$ cat config.mk
export PLATFORM = sky130hd
export DESIGN_NAME = checksum_engine_flat
export DESIGN_NICKNAME = d
export VERILOG_FILES = /design/src/rtl/checksum_pkg.sv /design/src/rtl/checksum_engine_if.sv /design/src/rtl/fnv1a_step.sv /design/src/rtl/checksum_engine.sv /design/src/flat_wrapper.sv
export SDC_FILE = /design/constraint.sdc
export NUM_CORES = 1
export LEC_CHECK = 0
export CAP_MARGIN = 0
export CORE_ASPECT_RATIO = 2
export CORE_UTILIZATION = 49
export CTS_CLUSTER_SIZE = 12
export DETAILED_ROUTE_END_ITERATION = 7
export PLACE_DENSITY_LB_ADDON = 0.15
export REMOVE_ABC_BUFFERS = 1
export SLEW_MARGIN = 20
export SYNTH_ARGS = -nofsm -noshare
export SYNTH_HDL_FRONTEND = slang
export SYNTH_SLANG_ARGS = --single-unit
$ cat constraint.sdc
create_clock -name clk -period 16.7 [get_ports clk]
set_input_delay 1.67 -clock clk [delete_from_list [all_inputs] [get_ports clk]]
set_output_delay 1.67 -clock clk [all_outputs]
set_load 0.03 [all_outputs]
$ cat src/rtl/checksum_pkg.sv
// Shared types and FNV-1a constants for the checksum engine.
package checksum_pkg;

    typedef enum logic [1:0] {
        MODE_LRC  = 2'b00,
        MODE_XOR  = 2'b01,
        MODE_FNV  = 2'b10,
        MODE_RSVD = 2'b11
    } mode_e;

    typedef enum logic [1:0] {
        IDLE  = 2'b00,
        ACCUM = 2'b01,
        HOLD  = 2'b10
    } state_e;

    localparam logic [31:0] FNV32_OFFSET = 32'h811C_9DC5;
    localparam logic [31:0] FNV32_PRIME  = 32'h0100_0193;
    localparam logic [63:0] FNV64_OFFSET = 64'hCBF2_9CE4_8422_2325;
    localparam logic [63:0] FNV64_PRIME  = 64'h0000_0100_0000_01B3;

    // Offset basis for a given hash width, widened to 64 bits.
    function automatic logic [63:0] fnv_offset(input int unsigned w);
        return (w == 64) ? FNV64_OFFSET : {32'h0, FNV32_OFFSET};
    endfunction

    // Prime for a given hash width, widened to 64 bits.
    function automatic logic [63:0] fnv_prime(input int unsigned w);
        return (w == 64) ? FNV64_PRIME : {32'h0, FNV32_PRIME};
    endfunction

endpackage

$ cat src/rtl/checksum_engine_if.sv
// Byte-in / result-out bundle of the checksum engine.
interface checksum_engine_if #(
    parameter int unsigned HASH_W = 32,
    parameter int unsigned CNT_W  = 16
);
    logic              clear;
    logic [1:0]        mode;
    logic [7:0]        in_data;
    logic              in_valid;
    logic              in_last;
    logic              in_ready;
    logic              res_valid;
    logic              res_ready;
    logic [HASH_W-1:0] res_data;
    logic [1:0]        res_mode;
    logic [CNT_W-1:0]  res_count;
    logic              res_err;

    // Producer of bytes and consumer of results.
    modport master (
        output clear, mode, in_data, in_valid, in_last, res_ready,
        input  in_ready, res_valid, res_data, res_mode, res_count, res_err
    );

    // The engine itself.
    modport slave (
        input  clear, mode, in_data, in_valid, in_last, res_ready,
        output in_ready, res_valid, res_data, res_mode, res_count, res_err
    );
endinterface

$ cat src/rtl/fnv1a_step.sv
// One FNV-1a round: h_next = (h ^ byte) * prime mod 2^HASH_W, as a shift-add tree.
module fnv1a_step
    import checksum_pkg::*;
#(
    parameter int unsigned HASH_W = 32
) (
    input  logic [HASH_W-1:0] h_i,
    input  logic [7:0]        byte_i,
    output logic [HASH_W-1:0] h_next_o
);
    localparam logic [63:0]       PrimeFull = fnv_prime(HASH_W);
    localparam logic [HASH_W-1:0] Prime     = PrimeFull[HASH_W-1:0];

    logic [HASH_W-1:0] x;

    assign x = h_i ^ {{(HASH_W-8){1'b0}}, byte_i};

    // Prime is a constant, so only its few set bits produce adders.
    always_comb begin
        h_next_o = '0;
        for (int i = 0; i < int'(HASH_W); i++) begin
            if (Prime[i]) begin
                h_next_o = h_next_o + (x << i);
            end
        end
    end

endmodule

$ cat src/rtl/checksum_engine.sv
// Frame-based LRC / XOR / FNV-1a engine with a held, back-pressurable result.
module checksum_engine
    import checksum_pkg::*;
#(
    parameter int unsigned HASH_W = 32,
    parameter int unsigned CNT_W  = 16
) (
    input logic               clk,
    input logic               rst_n,
    checksum_engine_if.slave  bus
);
    localparam logic [63:0]       SeedFull = fnv_offset(HASH_W);
    localparam logic [HASH_W-1:0] Seed     = SeedFull[HASH_W-1:0];
    localparam logic [CNT_W-1:0]  CntMax   = {CNT_W{1'b1}};

    state_e            state_q, state_d;
    mode_e             mode_q, mode_d, mode_cur;
    logic [7:0]        sum_q, sum_d, sum_upd;
    logic [7:0]        xor_q, xor_d, xor_upd;
    logic [HASH_W-1:0] hash_q, hash_d, hash_base, hash_step;
    logic [CNT_W-1:0]  cnt_q, cnt_d, cnt_upd;
    logic [HASH_W-1:0] res_data_q, res_data_d, result;
    logic [1:0]        res_mode_q, res_mode_d;
    logic [CNT_W-1:0]  res_count_q, res_count_d;
    logic              res_err_q, res_err_d;
    logic              first, in_ready, accept;
    logic [7:0]        lrc;

    // Gated by rst_n so nothing is taken while reset is held.
    assign in_ready = rst_n && (state_q != HOLD) && !bus.clear;
    assign accept   = bus.in_valid && in_ready;
    assign first    = (state_q == IDLE);

    // The first beat seeds everything; later beats build on the held state.
    assign mode_cur  = first ? mode_e'(bus.mode) : mode_q;
    assign hash_base = first ? Seed : hash_q;
    assign sum_upd   = (first ? 8'd0 : sum_q) + bus.in_data;
    assign xor_upd   = (first ? 8'd0 : xor_q) ^ bus.in_data;
    assign cnt_upd   = first ? CNT_W'(1) : ((cnt_q == CntMax) ? cnt_q : cnt_q + 1'b1);

    fnv1a_step #(
        .HASH_W (HASH_W)
    ) u_step (
        .h_i      (hash_base),
        .byte_i   (bus.in_data),
        .h_next_o (hash_step)
    );

    // Final result of the frame if the current beat closes it.
    always_comb begin
        lrc    = 8'd0 - sum_upd;  // two's complement of the byte sum
        result = '0;
        unique case (mode_cur)
            MODE_LRC: result = {{(HASH_W-8){1'b0}}, lrc};
            MODE_XOR: result = {{(HASH_W-8){1'b0}}, xor_upd};
            MODE_FNV: result = hash_step;
            default:  result = '0;
        endcase
    end

    // Next-state: frame FSM, accumulators and result registers.
    always_comb begin
        state_d     = state_q;
        mode_d      = mode_q;
        sum_d       = sum_q;
        xor_d       = xor_q;
        hash_d      = hash_q;
        cnt_d       = cnt_q;
        res_data_d  = res_data_q;
        res_mode_d  = res_mode_q;
        res_count_d = res_count_q;
        res_err_d   = res_err_q;

        if (bus.clear || (state_q == HOLD && bus.res_ready)) begin
            // Abort or result taken: back to the reset picture.
            state_d     = IDLE;
            mode_d      = MODE_LRC;
            sum_d       = '0;
            xor_d       = '0;
            hash_d      = Seed;
            cnt_d       = '0;
            res_data_d  = '0;
            res_mode_d  = '0;
            res_count_d = '0;
            res_err_d   = 1'b0;
        end else if (accept) begin
            mode_d  = mode_cur;
            sum_d   = sum_upd;
            xor_d   = xor_upd;
            hash_d  = hash_step;
            cnt_d   = cnt_upd;
            state_d = ACCUM;
            if (bus.in_last) begin
                state_d     = HOLD;
                res_data_d  = result;
                res_mode_d  = mode_cur;
                res_count_d = cnt_upd;
                res_err_d   = (mode_cur == MODE_RSVD);
            end
        end
    end

    // State and datapath registers.
    always_ff @(posedge clk or negedge rst_n) begin
        if (!rst_n) begin
            state_q     <= IDLE;
            mode_q      <= MODE_LRC;
            sum_q       <= '0;
            xor_q       <= '0;
            hash_q      <= Seed;
            cnt_q       <= '0;
            res_data_q  <= '0;
            res_mode_q  <= '0;
            res_count_q <= '0;
            res_err_q   <= 1'b0;
        end else begin
            state_q     <= state_d;
            mode_q      <= mode_d;
            sum_q       <= sum_d;
            xor_q       <= xor_d;
            hash_q      <= hash_d;
            cnt_q       <= cnt_d;
            res_data_q  <= res_data_d;
            res_mode_q  <= res_mode_d;
            res_count_q <= res_count_d;
            res_err_q   <= res_err_d;
        end
    end

    assign bus.in_ready  = in_ready;
    assign bus.res_valid = (state_q == HOLD);
    assign bus.res_data  = res_data_q;
    assign bus.res_mode  = res_mode_q;
    assign bus.res_count = res_count_q;
    assign bus.res_err   = res_err_q;

endmodule

$ cat src/flat_wrapper.sv
// flat-port wrapper written by rule: the top's interface ports become plain ports
module checksum_engine_flat import checksum_pkg::*;
#(
    parameter int unsigned HASH_W = 32,
    parameter int unsigned CNT_W  = 16
)
  (clk, rst_n, bus_clear, bus_mode, bus_in_data, bus_in_valid, bus_in_last, bus_res_ready, bus_in_ready, bus_res_valid, bus_res_data, bus_res_mode, bus_res_count, bus_res_err);
  checksum_engine_if #(.HASH_W(HASH_W), .CNT_W(CNT_W)) bus_i ();
  input logic clk;
  input logic rst_n;
  input wire logic [$bits(bus_i.clear)-1:0] bus_clear;
  input wire logic [$bits(bus_i.mode)-1:0] bus_mode;
  input wire logic [$bits(bus_i.in_data)-1:0] bus_in_data;
  input wire logic [$bits(bus_i.in_valid)-1:0] bus_in_valid;
  input wire logic [$bits(bus_i.in_last)-1:0] bus_in_last;
  input wire logic [$bits(bus_i.res_ready)-1:0] bus_res_ready;
  output wire logic [$bits(bus_i.in_ready)-1:0] bus_in_ready;
  output wire logic [$bits(bus_i.res_valid)-1:0] bus_res_valid;
  output wire logic [$bits(bus_i.res_data)-1:0] bus_res_data;
  output wire logic [$bits(bus_i.res_mode)-1:0] bus_res_mode;
  output wire logic [$bits(bus_i.res_count)-1:0] bus_res_count;
  output wire logic [$bits(bus_i.res_err)-1:0] bus_res_err;
  assign bus_i.clear = bus_clear;
  assign bus_i.mode = bus_mode;
  assign bus_i.in_data = bus_in_data;
  assign bus_i.in_valid = bus_in_valid;
  assign bus_i.in_last = bus_in_last;
  assign bus_i.res_ready = bus_res_ready;
  assign bus_in_ready = bus_i.in_ready;
  assign bus_res_valid = bus_i.res_valid;
  assign bus_res_data = bus_i.res_data;
  assign bus_res_mode = bus_i.res_mode;
  assign bus_res_count = bus_i.res_count;
  assign bus_res_err = bus_i.res_err;
  checksum_engine #(.HASH_W(HASH_W), .CNT_W(CNT_W)) u_core (.clk(clk), .rst_n(rst_n), .bus(bus_i));
endmodule
### Word-level counts from Yosys, hierarchy flattened

Cells that the tools add are included.

* input port bits: 16
* output and inout port bits: 53
* flip-flop bits (word level): 119

* equal/unequal tests: 6
* mux-type cells: 32
* reduce and logical (&&, ||, !) cells: 11
* bitwise gates (word level): 2
* add/sub/neg operators: 8

Operator list (count)
* $mux 32: 6
* $add 32x32->32: 5
* $mux 16: 7
* $pmux 32 s3: 1
* $mux 8: 6
* $xor 32x8->32: 1
* $mux 2: 9
* $add 16x1->16 const B: 1
* $eq 16x16->1 const B: 1
* $add 8x8->8: 1
* $sub 1x8->8 const A: 1
* $xor 8x8->8: 1
* $eq 2x2->1 const B: 3
* $logic_and 1x1->1: 4
* $logic_not 2->1: 2
* $reduce_bool 2->1: 2
* $mux 1: 3
* $eq 2x1->1 const B: 1
* $ne 2x2->1 const B: 1
* $reduce_and 2->1: 1
* $logic_not 1->1: 1
* $logic_or 1x1->1: 1

### Logic depth before layout (Yosys ltp)

Gate-level depths: netlist of run 1.

* depth in word-level cells: 12
* mapped depth: 23

### Hierarchy

Synthesis of run 1 repeated with hierarchy kept, for this count alone.

* cells, all modules: 1145
* area total of the unflattened synthesis: 10382.5 sq um

Modules (own cells, without submodules)
* checksum_engine: cells an instance 666, area an instance 6266.0 sq um, instances 1, seq. area each 2995.4 sq um
* fnv1a_step: cells an instance 479, area an instance 4116.4 sq um, instances 1, seq. area each 0.0 sq um

### Worst setup path before layout of run 1

Ideal clock, no wire load.

* path kind: input to register
* from: input bus_in_data[5]
* to: register u_core.res_data_q[25], in the netlist u_core.bus.res_data[25]
* setup slack: 10.863 ns
* arrival time: 5.716 ns
* cell stages on the path: 16
* cells stage by stage: xnor2_1 inv_1 xnor2_1 ha_1 inv_1 fa_1 fa_1 inv_1 ha_1 a21o_1 a221o_2 o31ai_2 a2111oi_0 or3_1 xor2_1 a22o_1

* longest elaborated chain between the ends: 10

Ends and longest elaborated chain
* from (decl): line flat_wrapper.sv:13 `input wire logic [$bits(bus_i.in_data)-1:0] bus_in_data;`
* $xor 32x8->32 (*): line fnv1a_step.sv:16 `assign x = h_i ^ {{(HASH_W-8){1'b0}}, byte_i};`
* $add 32x32->32 (3 in a row): line fnv1a_step.sv:23 `h_next_o = h_next_o + (x << i);`
* $add 32x32->32 (*) (2 in a row): line fnv1a_step.sv:23
* $pmux 32 s3 (*): line checksum_engine.sv:53 `unique case (mode_cur)`
* $mux 32 (*): line checksum_engine.sv:93 `if (bus.in_last) begin`
* $mux 32 (*): line checksum_engine.sv:86 `end else if (accept) begin`
* $mux 32 (*): line checksum_engine.sv:74 `if (bus.clear || (state_q == HOLD && bus.res_ready)) begin`
* to (signal assigned): line checksum_engine.sv:123 `res_data_q <= res_data_d;`
* to (decl): line checksum_engine.sv:22 `logic [HASH_W-1:0] res_data_q, res_data_d, result;`

Mark *: on every way between the ends. The rest lies on a longest branch, timed or not. The select of a mux whose other input is x is not followed.
A chain may end at the register's enable or synchronous reset.

### Final worst setup path of run 1

* from: input bus_in_data[5]
* to: register u_core.hash_q[29]

* longest elaborated chain between the ends: 8

Ends and longest elaborated chain
* $xor 32x8->32 (*): line fnv1a_step.sv:16
* $add 32x32->32 (4 in a row): line fnv1a_step.sv:23
* $add 32x32->32 (*): line fnv1a_step.sv:23
* $mux 32 (*): line checksum_engine.sv:86
* $mux 32 (*): line checksum_engine.sv:74
* to (signal assigned): line checksum_engine.sv:121 `hash_q <= hash_d;`
* to (decl): line checksum_engine.sv:20 `logic [HASH_W-1:0] hash_q, hash_d, hash_base, hash_step;`

Marked as above.

==> results of run 1 <==
-- final cells by class --
cell class | instances | area (µm²)
flip-flops and latches | 119 | 3000
clock buffers | 19 | 443
well taps | 262 | 328
fillers | 1834 | 8380
clock inverters | 13 | 170
inverters | 146 | 548
repair buffers | 82 | 783
multi-input cells | 840 | 6350
-- stage by stage --
| stage | std cells | cell area, µm² | setup WS (ns) | util, % |
|---|---|---|---|---|
| 6_report | 1481 | 11600 | 9.88 | 58.1 |
| 5_1_grt | 1481 | 11600 | 9.59 | 58.1 |
| 4_1_cts | 1481 | 11600 | 9.96 | 58.1 |
| 3_5_place_dp | 1449 | 11000 | 9.47 | 55.0 |
| 3_3_place_gp | 1449 | 11000 | 9.57 | 55.0 |
| 2_1_floorplan | 1105 | 9860 | 10.86 | - |
-- path summary, 6_finish.rpt --
| kind | from | cells after the start | endpoint |
|---|---|---|---|
| hold reg to reg | u_core.bus.res_data[9] | 2 | u_core.bus.res_data[9] |
| setup / recovery | bus_in_data[5] | 18 | u_core.hash_q[29] |
| min in group asynchronous | rst_n | 1 | u_core.cnt_q[12] |
| setup reg to reg | u_core.state_q[1] | 20 | u_core.hash_q[29] |
| hold / removal | u_core.bus.res_data[9] | 2 | u_core.bus.res_data[9] |
| max in group asynchronous | rst_n | 2 | u_core.bus.res_data[11] |
-- per-layer routing --
metal	GRT usage [%]	wire length [µm]	part of all wire (%)	vias to the layer above
li1	-	-	-	3949
met1	31.8	10600	38	4077
met2	52.3	15000	53	180
met3	5.12	873	3.1	83
met4	18.1	1580	5.6	0
met5	0	0	0	-
-- state kept, by name (all words and copies together), names as in the netlist, 8 cells and up --
name	cells
u_core.bus.res_data	32
u_core.hash_q	32
u_core.bus.res_count	16
u_core.cnt_q	16
u_core.sum_q	8
u_core.xor_q	8
-- cell families after synthesis --
logic type               count (synthesis)  share of synthesized area, %
AND/OR/NAND/NOR                        339                          14.8
XOR/XNOR                                93                          8.17
AO/OA/AOI/OAI                          258                          16.5
multiplexers                             7                         0.709
flip-flops                             119                          29.8
buffers and inverters                  196                          7.37
adder cells (fa/ha/maj)                143                          22.7
-- critical path, stage by stage --
cell and delay (ns):
sky130_fd_sc_hd__clkdlybuf4s50_1 0.53, sky130_fd_sc_hd__xnor2_1 0.55, sky130_fd_sc_hd__inv_1 0.29, sky130_fd_sc_hd__xnor2_1 0.19
sky130_fd_sc_hd__ha_1 0.18, sky130_fd_sc_hd__a21oi_1 0.15, sky130_fd_sc_hd__fa_1 0.46, sky130_fd_sc_hd__fa_1 0.54
sky130_fd_sc_hd__inv_1 0.04, sky130_fd_sc_hd__ha_1 0.36, sky130_fd_sc_hd__and4_1 0.28, sky130_fd_sc_hd__and3_1 0.19
sky130_fd_sc_hd__nand3_1 0.13, sky130_fd_sc_hd__a2111oi_0 0.89, sky130_fd_sc_hd__o32a_1 0.30, sky130_fd_sc_hd__xor2_1 0.21
sky130_fd_sc_hd__nand2_1 0.08, sky130_fd_sc_hd__a21oi_1 0.15
-- layout by cell type, fill, tap and decap left out, types with 5 or more instances in the layout --
cell,netlist,layout
sky130_fd_sc_hd__a211oi_1,13,13
sky130_fd_sc_hd__a21o_1,18,17
sky130_fd_sc_hd__a21oi_1,80,79
sky130_fd_sc_hd__a22o_1,17,17
sky130_fd_sc_hd__a22oi_1,9,9
sky130_fd_sc_hd__and2_1,14,14
sky130_fd_sc_hd__and3_1,6,5
sky130_fd_sc_hd__buf_4,0,15
sky130_fd_sc_hd__clkbuf_16,0,17
sky130_fd_sc_hd__clkdlybuf4s50_1,0,67
sky130_fd_sc_hd__dfrtp_1,105,105
sky130_fd_sc_hd__dfstp_2,14,14
sky130_fd_sc_hd__fa_1,66,66
sky130_fd_sc_hd__ha_1,75,75
sky130_fd_sc_hd__inv_1,142,142
sky130_fd_sc_hd__mux2i_1,6,6
sky130_fd_sc_hd__nand2_1,157,157
sky130_fd_sc_hd__nand2b_1,11,11
sky130_fd_sc_hd__nand3_1,20,19
sky130_fd_sc_hd__nand4_1,5,5
sky130_fd_sc_hd__nor2_1,81,79
sky130_fd_sc_hd__nor3_1,24,23
sky130_fd_sc_hd__o211ai_1,13,13
sky130_fd_sc_hd__o21a_1,6,6
sky130_fd_sc_hd__o21ai_0,27,27
sky130_fd_sc_hd__o21ai_1,34,34
sky130_fd_sc_hd__o21bai_1,8,8
sky130_fd_sc_hd__o221ai_1,7,7
sky130_fd_sc_hd__or3_1,5,5
sky130_fd_sc_hd__xnor2_1,53,53
sky130_fd_sc_hd__xor2_1,39,39
-- power breakdown --
group          switching (µW)  internal (µW)  leakage, µW
Sequential               20.0            324      0.00159
Combinational             725            449      0.00351
Clock                     150            240     0.000291
Total                     896           1010      0.00540
==> results.json, run 1 <==
{
  "die_boundary_width_um": 103,
  "vias_per_cell": 5.60,
  "cts.hold.buffers_added": 0,
  "post_synth_inst_count": 1155,
  "coreArea_um2": 20000,
  "cts-resized-gates": 0,
  "grt_use_total_pct": 29.5,
  "first_global_vias": 8676,
  "cts_tree": "built",
  "global_route.overflow_total": 0,
  "fin_worst_hold_slack_ns": 0.478,
  "worstPathArrival_ns": 7.19,
  "post_synth_main_area_contributors": "sky130_fd_sc_hd__dfrtp_1 26%, sky130_fd_sc_hd__fa_1 13%, sky130_fd_sc_hd__ha_1 9.3%, sky130_fd_sc_hd__nand2_1 5.9%, sky130_fd_sc_hd__inv_1 5.3%",
  "yosysWarnings": 0,
  "remaining_drc_errors": 0,
  "grt_max_degree": 65,
  "drive_gt1_share_pct": 6.48,
  "max_freq_mhz": 147,
  "number_of_core_rows": 73,
  "globalplace.congestion": 0.899,
  "maximum_buffer_depth_of_the_clock_tree": 2,
  "clock_tree.htree_level_count": 4,
  "syn_area_um2": 10100,
  "post_synth.cell_area_avg_um2": 8.71,
  "grt_antenna_before_repair": 0,
  "post_synth_edffs": 0,
  "detail_route.iter0.violations": 314,
  "result_of_the_run": "complete, no violations",
  "netlist_top_cells_count": "157 x sky130_fd_sc_hd__nand2_1, 142 x sky130_fd_sc_hd__inv_1, 105 x sky130_fd_sc_hd__dfrtp_1, 81 x sky130_fd_sc_hd__nor2_1, 80 x sky130_fd_sc_hd__a21oi_1",
  "critPathMaxFanout": 6,
  "cts_setup_buffers": 0,
  "period_share_pct": 40.8,
  "clock_tree_root": "sky130_fd_sc_hd__clkbuf_16",
  "worst_setup_path_end_kind": "flip-flop",
  "worstPathRequired_ns": 17.07,
  "crit_path_start_kind": "primary input",
  "wire_length_after_detailed_routing_mm": 28.0,
  "seq_area_frac_synth_pct": 29.8,
  "cts-buffers-inserted": 17,
  "crit_type": "in2reg",
  "netlist.top_cell.by_area": "sky130_fd_sc_hd__dfrtp_1",
  "power.ir.vdd_worst_uv": 82.5,
  "layout_min_cycle_time_ns": 6.82,
  "finalClockSkew_ns": 0.0137,
  "ff2ff_setup_slack_ns": 10.60,
  "insertion_delay_ns": 0.46,
  "synthArstFlopShare_pct": 100,
  "dominantRegCellSynth": "sky130_fd_sc_hd__dfrtp_1",
  "synth_cell_types": 62,
  "num_io_pins": 69,
  "ant_nets": 0,
  "port_buffers": 68,
  "yosysMostFrequentCell": "sky130_fd_sc_hd__nand2_1",
  "worst_hold_path_type": "reg2reg",
  "drtPass1Iterations": 4,
  "setup_viol": 0,
  "worst_setup_hold_path_clk_slew_ns": 0.06,
  "post-synth-top-area-fraction_pct": 26.1,
  "wire_length_of_the_first_global_routing_pass_mm": 45.5,
  "dp.final_hpwl_mm": 20.8,
  "rsz0062_at_grt": "no",
  "drt-wirelength-per-cell_um": 18.9,
  "cap_viol_max_count": 0,
  "hold_viol_final": 0,
  "routed_via_count": 8289,
  "final_nets": 1363,
  "areaGrowthSynthToFinish_pct": 15.6,
  "postSynthRegisterBits": 119,
  "p_per_area_nw_per_um2": 164,
  "die-area_um2": 21100,
  "cts_sinks": 119,
  "p_leak_uw": 0.00540,
  "tightest_slew_ns": 1.10,
  "timing.slew.headroom_pct": 26.4,
  "fp.dieH_um": 205,
  "insertedDiodeCount": 0,
  "initial_utilization_pct": 50.3,
  "maxSlewViolCount": 0,
  "tns_ns": 0,
  "total_power_uw": 1910
}
(Power assumes the default switching activity.)
==> run 2: changes to the inputs <==
Clock period 16.7 ns to 5.85 ns, I/O delays scaled along.
==> run 2 against run 1 <==
Flip-flop and latch count did not move. Count of clock-buffer cells in the layout rose by 2. Largest cell class unchanged. Largest power group unchanged. Final cell count rose by 0.95%. Highest routed layer unchanged.
==> results.json, run 2 (synthesis results as in run 1) <==
{
  "maxSlewViolCount": 0,
  "drt-wirelength-per-cell_um": 18.8,
  "port_buffers": 68,
  "cpMaxStageDelayCell": "sky130_fd_sc_hd__fa_1",
  "insertion_delay_ns": 0.44,
  "die-area_um2": 21100,
  "critPathMaxFanout": 13,
  "final_nets": 1377,
  "seqPwrFrac_pct": 18.2,
  "wire_length_of_the_first_global_routing_pass_mm": 45.0,
  "mostFrequentLayoutCells": "157 x sky130_fd_sc_hd__nand2_1, 142 x sky130_fd_sc_hd__inv_1, 105 x sky130_fd_sc_hd__dfrtp_1, 79 x sky130_fd_sc_hd__nor2_1, 79 x sky130_fd_sc_hd__a21oi_1",
  "drive_gt1_share_pct": 7.54,
  "placedCellCount": 1463,
  "hold_viol_final": 0,
  "power_frac_comb_pct": 61.9,
  "most_common_library_cell_in_the_layout_ignoring_fill_and_taps": "sky130_fd_sc_hd__nand2_1",
  "grt_max_degree": 58,
  "worst_hold_path_type": "in2async",
  "critical-path-max-stage-delay_ns": 0.55,
  "grt_antenna_before_repair": 0,
  "cellInternalPower_uw": 2880,
  "tightest_slew_ns": 1.05,
  "globalplace.congestion": 0.931,
  "fp.dieH_um": 205,
  "clock_tree.htree_level_count": 4,
  "period_share_pct": 94.4,
  "finalNonFillerCells": 1495,
  "rsz0062_at_grt": "no",
  "worst_setup_path_end_kind": "flip-flop",
  "p_leak_uw": 0.00546,
  "layout_min_cycle_time_ns": 5.52,
  "finalClockSkew_ns": 0.0105,
  "cts-resized-gates": 0,
  "pre_cts_slack_ns": 0.121,
  "ant_nets": 0,
  "remaining_drc_errors": 0,
  "timing.final.ws_setup_ns": 0.329,
  "cpLargestDelayFamily": "adder cells",
  "power.ir.vdd_worst_uv": 268,
  "max_freq_mhz": 181,
  "initial_utilization_pct": 50.3,
  "num_io_pins": 69,
  "cap_viol_max_count": 0,
  "tns_ns": 0,
  "worst_setup_hold_path_clk_slew_ns": 0.06,
  "sw_frac_of_total_pct": 46.4,
  "net-switching-power_uw": 2500,
  "areaGrowthSynthToFinish_pct": 16.5,
  "clock_tree_root": "sky130_fd_sc_hd__clkbuf_16",
  "result_of_the_run": "complete, no violations",
  "insertedDiodeCount": 0,
  "detail_route.iter0.violations": 278,
  "die_boundary_width_um": 103,
  "crit_chain": "or2_1 -> buf_4 -> nand2b_1 -> ha_1 -> inv_1 -> fa_1 -> fa_1 -> inv_1 -> ha_1 -> a21o_1 -> a221o_2 -> a21o_1 -> o2111ai_1 -> a211o_1 -> nand2_1 -> xnor2_1 -> o21ai_1",
  "clockPowerShare_pct": 19.8,
  "cts.hold.buffers_added": 0,
  "wire_length_after_detailed_routing_mm": 28.0,
  "vias_per_cell": 5.58,
  "crit_path_start_kind": "flip-flop",
  "grt_use_total_pct": 29.0,
  "cts-buffers-inserted": 17,
  "setup_viol": 0,
  "p_per_area_nw_per_um2": 459,
  "drtPass1Iterations": 5,
  "number_of_buffer_and_inverter_stages_on_the_critical_path": 3,
  "dp.final_hpwl_mm": 21.6,
  "global_route.overflow_total": 0,
  "timing.slew.headroom_pct": 29.6,
  "crit_type": "reg2reg",
  "routed_via_count": 8337,
  "maximum_buffer_depth_of_the_clock_tree": 2,
  "cts_tree": "built",
  "coreArea_um2": 20000,
  "first_global_vias": 8598,
  "number_of_core_rows": 73,
  "worstPathRequired_ns": 6.15,
  "cts_setup_buffers": 0,
  "cts_sinks": 119,
  "worstPathArrival_ns": 5.82
}
run 2: cell types whose count changed in the layout (fill, tap and decap cells not counted):
cell / previous run / this run
sky130_fd_sc_hd__clkinv_2: 1 / 3
sky130_fd_sc_hd__bufinv_16: 3 / 2
sky130_fd_sc_hd__clkinvlp_4: 3 / 4
sky130_fd_sc_hd__clkbuf_8: 1 / 3
sky130_fd_sc_hd__buf_4: 15 / 28
sky130_fd_sc_hd__clkinv_4: 2 / 1
sky130_fd_sc_hd__buf_12: 0 / 1
sky130_fd_sc_hd__inv_6: 4 / 1
run 2: power by group through the flow:
stage / Combinational, µW / Clock (µW) / Sequential (µW)
finish: 3330 / 1070 / 981
global placement: 3280 / 0 / 993
CTS: 3330 / 1080 / 982
floorplan: 2430 / 0 / 1010
global route: 3710 / 1110 / 991
detailed placement: 3310 / 0 / 993
run 2: path summary, 6_finish.rpt:
kind	cells past startpoint	start	end	slack [ns]
worst min-delay path	1	rst_n	u_core.bus.res_mode[0]	0.07
worst max register to register	17	u_core.state_q[0]	u_core.bus.res_data[24]	0.33
max in group asynchronous	3	rst_n	u_core.xor_q[2]	4.11
worst max-delay path	17	u_core.state_q[0]	u_core.bus.res_data[24]	0.33
worst min register to register	2	u_core.bus.res_data[9]	u_core.bus.res_data[9]	0.48
min in group clk	2	u_core.bus.res_data[9]	u_core.bus.res_data[9]	0.48
run 2: metrics by stage:
step / power, µW / instance area [µm²] / utilization [%] / hold slack (ns)
finish: 5380 / 11700 / 58.6 / 0.0747
global route: 5810 / 11700 / 58.6 / 0.0964
CTS: 5390 / 11700 / 58.6 / 0.0838
detailed placement: 4300 / 11100 / 55.6 / 0.470
global placement: 4270 / 11100 / 55.6 / 0.466
floorplan: 3440 / 9860 / - / 0.289
run 2: cell type report:
class | count | area, µm²
Sequential cell | 119 | 3000
Inverter | 146 | 548
Timing Repair Buffer | 96 | 901
Clock inverter | 11 | 123
Clock buffer | 21 | 470
Fill cell | 1776 | 8280
Tap cell | 262 | 328
Multi-Input combinational cell | 840 | 6350
run 2: layer usage:
metal	wire [µm]	track usage, %	vias up
li1	-	-	3986
met1	10200	29.9	4077
met2	15700	54.5	197
met3	866	4.47	77
met4	1280	15.1	0
met5	0	0	-
